--- config.mk ---
export PLATFORM = sky130hd
export DESIGN_NAME = bus_arbiter
export DESIGN_NICKNAME = d
export VERILOG_FILES = /design/src/rtl/bus_arbiter.sv
export SDC_FILE = /design/constraint.sdc
export NUM_CORES = 1
export LEC_CHECK = 0
export BUFFER_PORTS_ARGS = -buffer_cell sky130_fd_sc_hd__buf_2
export CORE_AREA = 2 2 109 111
export CTS_CLUSTER_DIAMETER = 120
export DETAILED_ROUTE_END_ITERATION = 10
export DIE_AREA = 0 0 111 113
export RECOVER_POWER = 25
export REMOVE_ABC_BUFFERS = 1
export SYNTH_ARGS = -nofsm -noshare
export SYNTH_HDL_FRONTEND = slang
export SYNTH_SLANG_ARGS = --single-unit
--- constraint.sdc ---
create_clock -name i_clock -period 2.4 [get_ports i_clock]
set_input_delay 0.48 -clock i_clock [delete_from_list [all_inputs] [get_ports i_clock]]
set_output_delay 0.48 -clock i_clock [all_outputs]
set_load 0.02 [all_outputs]
--- src/rtl/bus_arbiter.sv ---
// Bus arbiter: shares one memory-side bus among CHANNELS masters.
// Two-state FSM (IDLE/GRANT). Arbitration is either fixed priority or
// round-robin. The granted master's signals pass through to the memory
// side combinationally.
module bus_arbiter #(
  parameter int CHANNELS   = 2,
  parameter int ADDR_WIDTH = 32,
  parameter int DATA_WIDTH = 32,
  parameter int ARB_MODE   = 0
) (
  input  logic                                i_clock,
  input  logic                                i_reset,
  input  logic [CHANNELS*ADDR_WIDTH-1:0]      i_m_addr,
  input  logic [CHANNELS-1:0]                 i_m_re,
  input  logic [CHANNELS-1:0]                 i_m_we,
  input  logic [CHANNELS*(DATA_WIDTH/8)-1:0]  i_m_be,
  input  logic [CHANNELS*DATA_WIDTH-1:0]      i_m_wdata,
  output logic [DATA_WIDTH-1:0]               o_m_rdata,
  output logic [CHANNELS-1:0]                 o_m_busy,
  output logic [ADDR_WIDTH-1:0]               o_s_addr,
  output logic                                o_s_re,
  output logic                                o_s_we,
  output logic [DATA_WIDTH/8-1:0]             o_s_be,
  output logic [DATA_WIDTH-1:0]               o_s_wdata,
  input  logic [DATA_WIDTH-1:0]               i_s_rdata,
  input  logic                                i_s_busy,
  output logic [CHANNELS-1:0]                 o_grant
);

  localparam int BE_W  = DATA_WIDTH / 8;
  localparam int PTR_W = $clog2(CHANNELS);

  typedef enum logic {
    S_IDLE  = 1'b0,
    S_GRANT = 1'b1
  } state_t;

  state_t              state_q, state_d;
  logic [CHANNELS-1:0] grant_q, grant_d;
  logic [PTR_W-1:0]    rr_ptr_q, rr_ptr_d;

  logic [CHANNELS-1:0] req_s;
  logic [CHANNELS-1:0] win_s;
  logic [PTR_W-1:0]    gidx_s;
  logic                g_req_s;

  assign req_s     = i_m_re | i_m_we;
  assign o_grant   = grant_q;
  assign o_m_rdata = i_s_rdata;

  // Winner selection: scan channels starting at rr_ptr (round-robin) or 0 (fixed).
  always_comb begin : p_select
    int               tmp;
    logic [PTR_W-1:0] idx;
    logic             found;
    win_s = '0;
    found = 1'b0;
    tmp   = 0;
    idx   = '0;
    for (int k = 0; k < CHANNELS; k++) begin
      if (ARB_MODE == 1) begin
        tmp = int'(rr_ptr_q) + k;
      end else begin
        tmp = k;
      end
      if (tmp >= CHANNELS) begin
        tmp = tmp - CHANNELS;
      end else begin
        tmp = tmp;
      end
      idx = PTR_W'(tmp);
      if (!found && req_s[idx]) begin
        win_s[idx] = 1'b1;
        found      = 1'b1;
      end else begin
        found = found;
      end
    end
  end

  // Memory-side mux and per-channel stall; grant_q is one-hot or zero, so an OR-mux suffices.
  always_comb begin : p_mux
    gidx_s    = '0;
    g_req_s   = 1'b0;
    o_s_addr  = '0;
    o_s_re    = 1'b0;
    o_s_we    = 1'b0;
    o_s_be    = '0;
    o_s_wdata = '0;
    o_m_busy  = '0;
    for (int i = 0; i < CHANNELS; i++) begin
      if (grant_q[i]) begin
        gidx_s      = PTR_W'(i);
        g_req_s     = req_s[i];
        o_s_addr    = o_s_addr  | i_m_addr[i*ADDR_WIDTH +: ADDR_WIDTH];
        o_s_re      = o_s_re    | i_m_re[i];
        o_s_we      = o_s_we    | i_m_we[i];
        o_s_be      = o_s_be    | i_m_be[i*BE_W +: BE_W];
        o_s_wdata   = o_s_wdata | i_m_wdata[i*DATA_WIDTH +: DATA_WIDTH];
        o_m_busy[i] = i_s_busy;
      end else begin
        o_m_busy[i] = req_s[i];
      end
    end
  end

  // Next-state logic: grant on request, release on completion or abort.
  always_comb begin : p_next
    state_d  = state_q;
    grant_d  = grant_q;
    rr_ptr_d = rr_ptr_q;
    case (state_q)
      S_IDLE: begin
        if (|req_s) begin
          state_d = S_GRANT;
          grant_d = win_s;
        end else begin
          state_d = S_IDLE;
        end
      end
      S_GRANT: begin
        if (!g_req_s) begin
          // Master withdrew its request: release without moving the pointer.
          state_d = S_IDLE;
          grant_d = '0;
        end else if (!i_s_busy) begin
          state_d = S_IDLE;
          grant_d = '0;
          if (gidx_s == PTR_W'(CHANNELS - 1)) begin
            rr_ptr_d = '0;
          end else begin
            rr_ptr_d = gidx_s + PTR_W'(1);
          end
        end else begin
          state_d = S_GRANT;
        end
      end
      default: begin
        state_d = S_IDLE;
        grant_d = '0;
      end
    endcase
  end

  // State, grant and round-robin pointer registers.
  always_ff @(posedge i_clock or negedge i_reset) begin
    if (!i_reset) begin
      state_q  <= S_IDLE;
      grant_q  <= '0;
      rr_ptr_q <= '0;
    end else begin
      state_q  <= state_d;
      grant_q  <= grant_d;
      rr_ptr_q <= rr_ptr_d;
    end
  end

endmodule
==> run_results.csv <==
group,metric,value,unit
status,outcome,"completed",
worst_setup_path,cpPeakStageDelay,0.38,ns
detailed_routing,drc,0,
die,initial_core_util,10.71,%
die,rows,39,
worst_setup_path,startpoint_type,"register",
logic_synthesis,synth_ff_type,"dfrtp_1",
cells_and_area,final_core_util,19.31,%
power_and_ir_drop,static-leakage-power,1.289,nW
logic_synthesis,synth_area,0.001207,mm^2
logic_synthesis,synth_edf_count,0,
grt,grt_pass1_vias,1982,
cts,cts_setup_buffers,0,
cells_and_area,n_antenna_cell,0,
cts,max-clock-path-buffers,2,
run,max_cap_viol_count,0,
cts,cts_root_buffer,"clkbuf_16",
worst_setup_path,crit_chain,"buf_4, nor3_1, a21oi_1, buf_2",
grt,grt_pass1_wl,12.05,mm
grt,antenna_found_initial,0,
die,core,0.01127,mm^2
sta,drv_slew,0,
place,place.gp.congestion,0.7835,
logic_synthesis,yosysWarningCount,0,
cells_and_area,area_growth_syn_to_layout,80.31,%
cts,clock-sinks,3,
die,die_y,113,um
detailed_routing,antenna_left,0,
worst_setup_path,worstPathRequired,1.92,ns
power_and_ir_drop,peakVddDrop,333.8,uV
logic_synthesis,synth_area_leader_cell,"a22o_1",
logic_synthesis,ys_types,20,
cts,path_clk_slew,0.03,ns
place,hpwl,7.650,mm
detailed_routing,dr_total_vias,1995,
logic_synthesis,yosysMostFrequentCell,"a22o_1",
detailed_routing,routed_wl,8.830,mm
sta,setup_viol,0,
cells_and_area,fin_cells,461,
sta,max_freq,0.5455,GHz
logic_synthesis,synthTopCellsByCount,"70 x a22o_1, 34 x buf_4, 12 x buf_6, 3 x a21oi_1, 3 x dfrtp_1",
die,die_x,111,um
logic_synthesis,netlist.area_leader.share,50.78,%
logic_synthesis,ys_seq_elements,3,
sta,fin_skew,0.0005985,ns
worst_setup_path,rrSetupSlack,1.03,ns
detailed_routing,drtIter0Drc,68,
cts,cts.htree.levels,1,
logic_synthesis,synth_cells,142,
min_path,min_path_type,"input pin to async pin",
logic_synthesis,synthArstFlopShare,100.0,%
place,dp_cells,457,
sta,hold_viol_final,0,
detailed_routing,avgRoutedWirePerCell,19.15,um
worst_setup_path,worstPathMaxFanout,45,
place,port_buffers,216,
cells_and_area,nets,494,
sta,period_needed,1.833,ns
detailed_routing,dr.pass1.iters,4,
die,io_pins,281,
sta,slew_headroom,71.44,%
grt,gr-total-overflow,0,
worst_setup_path,path_class,"register to primary output",
worst_setup_path,cp-end-kind,"primary output",
grt,grt_max_degree,46,
sta,worst_slack,0.5669,ns
sta,rsz0062_at_grt,"false",
place,pre_cts_slack,0.7822,ns
cts,cts_hold_buf,0,
worst_setup_path,slowest_stage,"buf_4",
logic_synthesis,avgSynthCellArea,8.503,um^2
sta,fin_hold_ws,0.07941,ns
cts,cts_buffers,3,
logic_synthesis,ys_seq_area_share,6.218,%
power_and_ir_drop,total_power,2.247,mW
logic_synthesis,yosys-top-cells-area,"a22o_1 51%, buf_4 21%, buf_6 11%",
cells_and_area,drive_above_1_share,70.75,%
power_and_ir_drop,power_per_cell_area,1032,mW/mm^2
sta,period_share,76.38,%
grt,grt_usage,12.99,%
cts,tritoncts,"yes",
worst_setup_path,crit_arrival,1.35,ns
die,die_area,0.01254,mm^2
detailed_routing,vias_per_cell,4.328,
cts,cts_resized,0,
cts,clock_latency,0.22,ns
sta,max_slew.worst_pin.slew,0.4284,ns
==> cell type report <==
type	count	area, um^2
Tap cell	143	178.9
Timing Repair Buffer	220	1110
Sequential cell	3	77.57
Clock buffer	4	78.83
Fill cell	1241	9095
Inverter	2	7.507
Multi-Input combinational cell	89	724.4
==> cell usage in the layout, fill, tap and decap left out <==
cell,instances
a21boi_1,1
a21o_1,2
a21oi_1,3
a22o_1,70
buf_2,215
buf_4,4
clkbuf_1,2
clkbuf_16,3
dfrtp_1,1
dfrtp_2,2
inv_1,2
nand2_1,2
nand2b_1,1
nor2_1,1
nor2_2,1
nor3_1,2
nor4_1,1
o21ai_0,1
o21ai_1,1
o22a_1,1
o22ai_1,1
o2bb2ai_1,1
==> report_power, final <==
part           internal (mW)  total (mW)  switching (mW)
combinational          0.729        1.89            1.16
clock                  0.219       0.264          0.0452
sequential            0.0738      0.0906          0.0169
total                   1.02        2.25            1.23
==> worst max-delay path, delay by kind of cell, from the launching register on <==
kind	cells	cell delay, ns
and+or+nand+nor	1	0.11
DFF	1	0.34
buffers and inverters	2	0.55
AOI/OAI and AO/OA	1	0.12
==> stage by stage <==
| stage | setup TNS, ns | instance area, um^2 |
|---|---|---|
| after floorplan | -1.695 | 807.0 |
| after global placement | 0 | 2100 |
| after detailed placement | 0 | 2100 |
| after CTS | 0 | 2178 |
| after global routing | 0 | 2177 |
| final | 0 | 2177 |
==> state kept, by name, indices dropped and copies added (netlist names) <==
signal	flops
o_grant	2
state_q	1
==> per-layer routing <==
layer | track usage, % | vias up | wire (um)
li1 | - | 886 | -
met1 | 14.03 | 888 | 3346
met2 | 19.22 | 211 | 3623
met3 | 11.14 | 8 | 1712
met4 | 2.250 | 2 | 72
met5 | 4.706 | - | 76
==> worst paths after layout <==
check                           start           to  depth (start not counted)
max in group asynchronous     i_reset   o_grant[0]                          1
min                           i_reset      state_q                          1
max reg2reg                o_grant[1]   o_grant[0]                          4
max                        o_grant[1]  o_m_busy[1]                          4
min in group i_clock         i_s_busy      state_q                          2
min reg2reg                   state_q   o_grant[0]                          1
==> cell families after synthesis <==
group | after synthesis | share of synthesized area (%)
and+or+nand+nor | 8 | 3.317
buffers and inverters | 50 | 33.78
AOI/OAI and AO/OA | 81 | 56.68
DFF | 3 | 6.217
Note: power is estimated with default switching activity, not from simulation.
